==> config.mk <==
export PLATFORM = sky130hd
export DESIGN_NAME = counter_updown_mod
export DESIGN_NICKNAME = d
export VERILOG_FILES = /design/src/rtl/counter_pkg.sv /design/src/rtl/counter_next_calc.sv /design/src/rtl/counter_updown_mod.sv
export SDC_FILE = /design/constraint.sdc
export NUM_CORES = 1
export LEC_CHECK = 0
export ABC_AREA = 0
export CAP_MARGIN = 30
export CORE_MARGIN = 5
export CORE_UTILIZATION = 51
export CTS_CLUSTER_DIAMETER = 100
export CTS_CLUSTER_SIZE = 40
export DETAILED_ROUTE_END_ITERATION = 7
export GPL_TIMING_DRIVEN = 0
export HOLD_SLACK_MARGIN = 0.15
export PLACE_DENSITY = 0.88
export SYNTH_ARGS = -nofsm -noshare
export SYNTH_HDL_FRONTEND = slang
export SYNTH_SLANG_ARGS = --single-unit
==> constraint.sdc <==
create_clock -name clk -period 2.3 [get_ports clk]
set_input_delay 0.23 -clock clk [delete_from_list [all_inputs] [get_ports clk]]
set_output_delay 0.23 -clock clk [all_outputs]
set_load 0.02 [all_outputs]
==> src/rtl/counter_pkg.sv <==
`default_nettype none
// ============================================================================
// Module   : counter_pkg
// Purpose  : Shared constants and operation encoding for the counters library.
// Revision : 1.0 - initial release
// ============================================================================
package counter_pkg;

  // Direction encodings for up_down inputs
  localparam logic DIR_DOWN  = 1'b0;
  localparam logic DIR_UP    = 1'b1;

  // Limit behaviour encodings for sat_mode inputs
  localparam logic MODE_WRAP = 1'b0;
  localparam logic MODE_SAT  = 1'b1;

  // Per-edge operation selected by the control inputs
  typedef enum logic [1:0] {
    OP_HOLD  = 2'd0,
    OP_COUNT = 2'd1,
    OP_LOAD  = 2'd2
  } op_e;

  // Load wins over count enable; neither means hold
  function automatic op_e op_select(input logic load, input logic en);
    if (load)    return OP_LOAD;
    else if (en) return OP_COUNT;
    else         return OP_HOLD;
  endfunction

endpackage
`default_nettype wire

==> src/rtl/counter_next_calc.sv <==
`default_nettype none
// ============================================================================
// Module   : counter_next_calc
// Purpose  : Combinational next-count and wrap-flag calculator for one
//            enabled counting step within the range 0..limit.
// Revision : 1.0 - initial release
// ============================================================================
module counter_next_calc
  import counter_pkg::*;
#(
  parameter int WIDTH = 8
) (
  input  logic [WIDTH-1:0] count_i,
  input  logic [WIDTH-1:0] limit_i,
  input  logic             dir_i,
  input  logic             mode_i,
  output logic [WIDTH-1:0] next_o,
  output logic             wrap_o
);

  localparam logic [WIDTH-1:0] C_ONE  = WIDTH'(1);
  localparam logic [WIDTH-1:0] C_ZERO = '0;

  // One step: out-of-range counts snap to the limit, otherwise step/wrap/saturate
  always_comb begin
    next_o = count_i;
    wrap_o = 1'b0;
    if (count_i > limit_i) begin
      // Limit was lowered underneath us: pull back into range without a pulse
      next_o = limit_i;
    end else if (dir_i == DIR_UP) begin
      if (count_i == limit_i) begin
        if (mode_i == MODE_WRAP) begin
          next_o = C_ZERO;
          wrap_o = 1'b1;
        end else begin
          next_o = limit_i;
        end
      end else begin
        next_o = count_i + C_ONE;
      end
    end else begin
      if (count_i == C_ZERO) begin
        if (mode_i == MODE_WRAP) begin
          next_o = limit_i;
          wrap_o = 1'b1;
        end else begin
          next_o = C_ZERO;
        end
      end else begin
        next_o = count_i - C_ONE;
      end
    end
  end

endmodule
`default_nettype wire

==> src/rtl/counter_updown_mod.sv <==
`default_nettype none
// ============================================================================
// Module   : counter_updown_mod
// Purpose  : Up/down counter with programmable modulus, parallel load,
//            count enable, wrap/saturate select and registered terminal count.
// Revision : 1.0 - initial release
// ============================================================================
module counter_updown_mod
  import counter_pkg::*;
#(
  parameter int WIDTH     = 8,
  parameter int RESET_VAL = 0
) (
  input  logic             clk,
  input  logic             reset_in,
  input  logic             en_in,
  input  logic             load_in,
  input  logic [WIDTH-1:0] d_in,
  input  logic             up_down_in,
  input  logic             sat_mode_in,
  input  logic [WIDTH-1:0] limit_in,
  output logic [WIDTH-1:0] count_out,
  output logic             tc_out,
  output logic             at_max_out,
  output logic             at_min_out
);

  localparam logic [WIDTH-1:0] C_RESET_VAL = WIDTH'(RESET_VAL);

  logic [WIDTH-1:0] count_q;
  logic [WIDTH-1:0] count_d;
  logic             tc_q;
  logic             tc_d;
  logic [WIDTH-1:0] step_count;
  logic             step_wrap;
  logic [WIDTH-1:0] load_val;
  op_e              op;

  counter_next_calc #(
    .WIDTH (WIDTH)
  ) u_next_calc (
    .count_i (count_q),
    .limit_i (limit_in),
    .dir_i   (up_down_in),
    .mode_i  (sat_mode_in),
    .next_o  (step_count),
    .wrap_o  (step_wrap)
  );

  assign op       = op_select(load_in, en_in);
  assign load_val = (d_in > limit_in) ? limit_in : d_in;

  // Select next count and terminal-count flag by operation priority
  always_comb begin
    count_d = count_q;
    tc_d    = 1'b0;
    case (op)
      OP_LOAD:  count_d = load_val;
      OP_COUNT: begin
        count_d = step_count;
        tc_d    = step_wrap;
      end
      default:  count_d = count_q;
    endcase
  end

  // State registers with asynchronous active-low reset
  always_ff @(posedge clk or negedge reset_in) begin
    if (!reset_in) begin
      count_q <= C_RESET_VAL;
      tc_q    <= 1'b0;
    end else begin
      count_q <= count_d;
      tc_q    <= tc_d;
    end
  end

  assign count_out  = count_q;
  assign tc_out     = tc_q;
  assign at_max_out = (count_q == limit_in);
  assign at_min_out = (count_q == '0);

endmodule
`default_nettype wire

[Word level (Yosys, flattened, before mapping)]
Cells that the tools add are included.
Storage, ports and cells
  register bits after elaboration: 9
  logic and storage cells: 27
  output and inout port bits: 11
Cells by class
  reductions and logical operators: 2
  $add $sub $neg: 2
  eq/ne operators: 3
  muxes and demuxes: 16
  $lt $le $gt $ge: 2
Operator list (count)
  2-to-1 mux 8 bit: 7
  > comparator 8 bit: 2
  one-hot mux 8 bit (2 select lines): 1
  adder 8 x 1 -> 8 bit, second input constant: 1
  == test 8 bit: 1
  zero test 8 bit: 1
  subtractor 8 x 1 -> 8 bit, second input constant: 1
  2-to-1 mux 1 bit: 7
  == test 2 x 1 -> 1 bit, second input constant: 1
  == test 2 bit, second input constant: 1
  2-to-1 mux 2 bit: 1
  nonzero test 2 bit: 1

[Logic depth before layout (Yosys ltp)]
Gate-level depths: netlist (run 1).
  depth after elaboration: 5
  mapped depth: 9
  gate-level depth less buffers: 8

[Hierarchy]
From an unflattened synthesis (run 1), not the netlist that was laid out.
Second synthesis, totals
  cells, all modules: 210
  area total of the unflattened synthesis: 1625.3 um2
Modules (own cells, without submodules)
  counter_updown_mod: instances 1, area each 874.6 um2, cells an instance 106, seq. area each 225.2 um2
  counter_next_calc: instances 1, area each 750.7 um2, cells an instance 104, seq. area each 0.0 um2

[Worst setup path after synthesis (run 1)]
No wires, ideal clock.
  path kind: flip-flop to flip-flop
  from: reg count_q[0] (netlist: count_out[0])
  to: reg count_q[7] (netlist: count_out[7])
  path slack: -0.010 ns
  period minus slack after synthesis: 2.310 ns
  cell stages (with the launch flop): 9
  data required time: 2.174 ns
  arrival time: 2.184 ns
  cell sequence: dfrtp_1 inv_1 ha_1 and4_1 nand2_1 inv_1 a22oi_1 a221o_1 a221o_1
Between the ends
  longest elaborated chain between the ends: 5
Ends and longest elaborated chain
  from (decl): line counter_updown_mod.sv:30  | logic [WIDTH-1:0] count_q;
  from (signal assigned): line counter_updown_mod.sv:73  | count_q <= count_d;
  == test 8 bit
  named net at_max_out: line counter_updown_mod.sv:24  | output logic at_max_out,
  2-to-1 mux 8 bit: line counter_next_calc.sv:32  | if (count_i == limit_i) begin
  2-to-1 mux 8 bit: line counter_next_calc.sv:31  | end else if (dir_i == DIR_UP) begin
  2-to-1 mux 8 bit: line counter_next_calc.sv:28  | if (count_i > limit_i) begin
  one-hot mux 8 bit (2 select lines): line counter_updown_mod.sv:57  | case (op)
The timed path passes the listed nets, and every way through them passes these cells.
A chain may end at the register's enable or synchronous reset.

[Final worst setup path (run 1)]
  from: reg count_q[1] (netlist: count_out[1])
  to: reg count_q[7] (netlist: count_out[7])
Between the ends
  longest elaborated chain between the ends: 5
Ends and longest elaborated chain
  subtractor 8 x 1 -> 8 bit, or another cell as far along: line counter_next_calc.sv:51  | next_o = count_i - C_ONE;
  2-to-1 mux 8 bit (on tied branches): line counter_next_calc.sv:43, counter_next_calc.sv:32
  2-to-1 mux 8 bit: line counter_next_calc.sv:31
  2-to-1 mux 8 bit *: line counter_next_calc.sv:28
  one-hot mux 8 bit (2 select lines) *: line counter_updown_mod.sv:57
Mark *: on every way between the ends. The rest lies on a longest branch, timed or not.

==> results.toml, run 1 <==
[logic_synthesis]
netlist_area_um2 = 1471
synth_nets = 237
synth_edf_count = 0
yosys_warnings = 0
yosysUniqueCellTypes = 50
syn_inst = 196
synthArstFlopShare = 1.000
synth-seq-cells = 9
avgSynthCellArea_um2 = 7.507
seq_area_frac_synth = 0.1531
synthFlopType = "dfrtp_1"

[clock_tree]
cts_hold_buf = 0
numCtsBuffers = 3
path_clk_slew_ns = 0.08
insertion_delay_ns = 0.28
clock_sinks = 9
root_buffer = "clkbuf_4"
h-tree-depth = 1
cts_tree = "built"
cts_buffer_depth = 2

[worst_setup_path]
crit_type = "reg2reg"
end_kind = "flip-flop"
worstSetupStartpointType = "flip-flop"
worstPathCellList = "ha_4, nor2b_1, o211a_1, o31ai_2, a22oi_2, a221o_1, a221o_1"
critPathSlowestCell = "dfrtp_2"
critPathMaxFanout = 8
cp.required_ns = 2.46
critical_path_arrival_ns = 2.39
slowest_delay_ns = 0.49
r2r_setup_slack_ns = 0.07
crit_top_cell = "a221o_1"

[power]
powerDensity_nw_per_um2 = 578.7
clkPwrFrac = 0.114
peakVddDrop_v = 0.0004882
power.internal_uw = 615.8
net-switching-power_uw = 555.0
p_leak_uw = 0.0008144
seqPwrFrac = 0.220
pwr-share-comb = 0.666
netSwitchingFraction = 0.4740
power.total_uw = 1171

[final_layout]
area_delta_synth_final_pct = 37.50
drive_gt1_frac = 0.2043
layout.nets = 277
diodes = 0
final_util = 0.7337

[flow_run]
cap_viol_max_count = 0

[routing]
drtAntennaViolNets = 0
first_pass_iters = 6
vias = 1811
drc = 0
drtIter0Drc = 225
wirelength_mm = 4.839
vias_per_cell = 6.808
wl_per_cell_um = 18.19

[sta]
period_needed_ns = 2.229
whs_ns = 0.2840
tns_ns = 0
clock.fmax_mhz = 448.5
fin_crit_sh = 0.9693
setup_viol = 0
finClkSkew_ns = 0.01180
slew_headroom = 0.6674
hold_viol = 0
tightest_slew_ns = 0.4974
finalMaxSlewViolations = 0
fin_ws_ns = 0.07052

[global_routing]
antenna_found_initial = 0
grt_pass1_wl_mm = 7.065
grt_pass1_vias = 1583
grt_max_degree = 11
grt_overflow = 0
grt_usage = 0.2125

[place]
port_buffers = 30
hpwl_mm = 3.560
routabilityCongestion = 0.9328
dp_slack_ns = -0.3924

[die]
die_w_um = 63.72
die_h_um = 63.72
initial_core_util = 0.5336
rows = 19
dieArea_um2 = 4060
ioPinCount = 33
coreArea_um2 = 2758

[hold_path]
min_path_type = "in2async"

[run_status]
outcome = "complete, no violations"
## path summary, 6_finish.rpt
path / to / depth (start not counted) / startpoint
min reg2reg: count_out[0] / 3 / count_out[0]
max: count_out[7] / 7 / count_out[1]
min: count_out[6] / 1 / reset_in
max reg2reg: count_out[7] / 7 / count_out[1]
max in group asynchronous: count_out[1] / 1 / reset_in
min in group clk: count_out[3] / 3 / en_in
## sequential cells by signal (all words and copies together), names as in the netlist
name / flops
tc_out: 1
count_out: 8
## through the flow
| stage | instances | instance area (um^2) |
|---|---|---|
| global route | 266 | 2023 |
| finish | 266 | 2023 |
| global placement | 257 | 1812 |
| detailed placement | 257 | 1812 |
| CTS | 262 | 1882 |
| floorplan | 196 | 1473 |
## power groups by stage
stage          Clock [uW]  Sequential (uW)  Combinational (uW)
2_1_floorplan           0              271                 416
3_3_place_gp            0              246                 644
3_5_place_dp            0              248                 662
4_1_cts               133              249                 692
5_1_grt               140              263                 842
6_report              133              258                 780
## worst max-delay path: cells and delay by family (launching register included)
| family | cells | cell delay [ns] |
|---|---|---|
| compound gates | 5 | 1.23 |
| fa+ha+maj | 1 | 0.27 |
| flops | 1 | 0.49 |
| simple gates | 1 | 0.13 |
## layout by cell type (no fill, tap or decap), types with 5 or more instances in the layout
| cell type | netlist | layout |
|---|---|---|
| dfrtp_1 | 9 | 7 |
| buf_4 | 0 | 5 |
| o211ai_1 | 5 | 5 |
| nand3_1 | 10 | 10 |
| ha_1 | 19 | 15 |
| clkdlybuf4s50_1 | 0 | 27 |
| inv_1 | 18 | 11 |
| nor2_1 | 9 | 7 |
| inv_2 | 0 | 7 |
| nand4_1 | 8 | 8 |
| o21ai_0 | 11 | 9 |
| a21oi_1 | 18 | 18 |
| nor3_1 | 6 | 6 |
| nand2_1 | 8 | 7 |
## synthesized netlist by cell type (4+ instances only)
cell type	n	share of area
nand4_1	8	0.034
nand3_1	10	0.034
nor2_1	9	0.023
nand2_1	8	0.020
nor3_1	6	0.020
ha_1	19	0.16
o211ai_1	5	0.026
o21ai_0	11	0.037
a21oi_1	18	0.061
nor2b_1	4	0.017
dfrtp_1	9	0.15
a211oi_1	6	0.031
inv_1	18	0.046
o22ai_1	4	0.017
clkbuf_1	4	0.010
## cells by family after synthesis
kind of cell / after synthesis / share of synthesized area
xor+xnor: 5 / 0.02977
mux: 1 / 0.006803
fa+ha+maj: 19 / 0.1616
buf+inv: 27 / 0.07568
compound gates: 71 / 0.3206
flops: 9 / 0.1531
simple gates: 64 / 0.2526
## what timing repair did
| action | CTS | global route |
|---|---|---|
| pin swaps | 3 | 9 |
| resized for setup | 11 | 30 |
| buffers inserted | 1 | 4 |
| setup endpoints to repair | 9 | 10 |
## cell type report
class,instances,area [um^2]
multi-input cells,160,1276
flip-flops and latches,9,227.7
fillers,226,734.5
plain buffers,9,47.55
clock buffers,4,26.28
repair buffers,35,339.1
inverters,18,67.56
well taps,31,38.79
## metal layers
| metal | GRT usage | share of wire | vias up |
|---|---|---|---|
| met5 | 0 | 0 | - |
| met4 | 0.08052 | 0.030 | 0 |
| met1 | 0.2629 | 0.39 | 840 |
| met2 | 0.3744 | 0.48 | 109 |
| met3 | 0.02309 | 0.095 | 20 |
| li1 | - | - | 842 |
Note: power is estimated with default switching activity, not from simulation.
==> inputs of run 2 (changes only) <==
--- a/config.mk
+++ b/config.mk
@@ -5,7 +5,6 @@
 export SDC_FILE = /design/constraint.sdc
 export NUM_CORES = 1
 export LEC_CHECK = 0
-export ABC_AREA = 0
 export CAP_MARGIN = 30
 export CORE_MARGIN = 5
 export CORE_UTILIZATION = 51
==> results of run 2 <==
Final layout, timing and power as in run 1 (identical DEF).
==> inputs of run 3 (changes only) <==
--- a/config.mk
+++ b/config.mk
@@ -11,7 +11,6 @@
 export CTS_CLUSTER_DIAMETER = 100
 export CTS_CLUSTER_SIZE = 40
 export DETAILED_ROUTE_END_ITERATION = 7
-export GPL_TIMING_DRIVEN = 0
 export HOLD_SLACK_MARGIN = 0.15
 export PLACE_DENSITY = 0.88
 export SYNTH_ARGS = -nofsm -noshare
==> run 3 against run 2 <==
Net effect:
- utilization up 7.7 points
- clock-buffer cell count unchanged
- final area up 10%
- maximum frequency down 1.1%
- hold slack got worse by 0.014 ns
- cell count increased by 10%
- register-to-register slack got worse by 0.03 ns
- non-clock buffer count rose by 27
- clock skew down 0.0066 ns
- sequential power down 7%
==> results.toml, run 3 (synthesis results as in run 1) <==
[run_status]
outcome = "complete, no violations"

[place]
hpwl_mm = 4.146
port_buffers = 32
place_area_um2 = 2066
routabilityCongestion = 1.063

[sta]
slew_headroom = 0.6946
period_needed_ns = 2.255
tightest_slew_ns = 0.4567
finalMaxSlewViolations = 0
clock.fmax_mhz = 443.5
finClkSkew_ns = 0.005160
rsz0062_at_grt = "yes"
setup_viol = 0
hold_viol = 0
fin_crit_sh = 0.9804

[power]
p_leak_uw = 0.0009735
peakVddDrop_v = 0.0004839
powerDensity_nw_per_um2 = 562.7
power.total_uw = 1258

[final_layout]
drive_gt1_frac = 0.2634
final_area_um2 = 2235
final_common_cell = "buf_4"
largest_reg_flops = 8
final_cell_mix = "39 x buf_4, 29 x clkdlybuf4s50_1, 18 x a21oi_1"
diodes = 0
layout.nets = 304
area_delta_synth_final_pct = 51.87
fill_cells = 171

[worst_setup_path]
timing.rr.start = "count_out[1]"
worstSetupStartpointType = "flip-flop"
critical_path_arrival_ns = 2.39
crit_type = "reg2reg"
end_kind = "flip-flop"
crit_start = "count_out[1]"
cp.required_ns = 2.44
critPathMaxFanout = 6

[die]
coreArea_um2 = 2758
dieArea_um2 = 4060
initial_core_util = 0.5336
die_h_um = 63.72
rows = 19
ioPinCount = 33
die_w_um = 63.72

[clock_tree]
insertion_delay_ns = 0.27
path_clk_slew_ns = 0.07
cts_buffer_depth = 2
cts_tree = "built"
h-tree-depth = 1
root_buffer = "clkbuf_4"
clock_sinks = 9
numCtsBuffers = 3
cts_hold_buf = 0

[global_routing]
grt_usage = 0.2606
grt_pass1_vias = 1861
grt_overflow = 0
antenna_found_initial = 0
grt_max_degree = 12
grt_pass1_wl_mm = 8.549

[routing]
wirelength_mm = 5.757
vias = 1989
first_pass_iters = 5
drc = 0
vias_per_cell = 6.788
wl_per_cell_um = 19.65
drtIter0Drc = 251
drtAntennaViolNets = 0

[flow_run]
cap_viol_max_count = 0

[hold_path]
min_path_type = "in2async"
-- run 3: changes by cell type in the layout (fill, tap and decap cells not counted), sizes merged --
cell,delta
clkdlybuf4s15,-1
clkbuf,-4
clkdlybuf4s50,+2
dlymetal6s2s,+1
buf,+29
-- run 3: cell type report --
class | instances | area (um^2) | area share
clock buffer | 4 | 26.28 | 0.01176
inverter | 18 | 67.56 | 0.03024
multi-input combinational | 160 | 1259 | 0.5633
sequential | 9 | 226.5 | 0.1013
tap | 31 | 38.79 | 0.01736
timing repair buffer | 71 | 616.8 | 0.2760
-- run 3: repair_timing --
action / CTS / global route
endpoints found under the setup margin: 2 / 10
pin swaps: 0 / 6
hold endpoints to repair: 0 / 0
resized for setup: 2 / 26
buffers inserted: 1 / 1
-- run 3: routing by layer --
metal  track usage  routed length (um)  vias up  share of wire
li1              -                   -      902              -
met1        0.3358                2207      909           0.38
met3       0.03197                 561       35          0.097
met5             0                   0        -              0
met4        0.1273                 296        0          0.051
met2        0.4264                2692      143           0.47
-- run 3: worst paths after layout --
| path | endpoint | slack, ns | depth (start not counted) |
|---|---|---|---|
| worst max register to register | count_out[3] | 0.05 | 8 |
| worst min register to register | count_out[4] | 0.75 | 3 |
| worst max-delay path | count_out[3] | 0.05 | 8 |
| min in group clk | count_out[1] | 0.41 | 4 |
| max in group asynchronous | count_out[0] | 1.69 | 1 |
| worst min-delay path | tc_out | 0.27 | 1 |
-- run 3: report_power, final --
group | switching (uW) | total (uW) | leakage, uW | internal, uW
sequential | 51.8 | 241 | 0.000109 | 189
clock | 67.3 | 135 | 0.0000150 | 67.2
combinational | 462 | 882 | 0.000850 | 421
-- run 3: stage by stage --
stage	util	hold slack (ns)	setup TNS, ns	cells	worst slack (ns)
floorplan	-	-0.06559	0	196	0.03776
global placement	0.7491	0.5631	-1.349	287	-0.2128
detailed placement	0.7491	0.5657	-1.738	287	-0.2629
CTS	0.7641	0.2814	0	292	0.009772
global route	0.8103	0.2946	-0.4463	293	-0.1180
finish	0.8103	0.2697	0	293	0.04509
-- run 3: critical path, stage by stage (launching register included) --
cell and delay (ns):
dfrtp_1 0.46, inv_1 0.13, ha_1 0.18, or4b_4 0.51, o21ai_4 0.22, o221ai_1 0.16, a22o_1 0.24, nand3_1 0.10
nand4_1 0.12
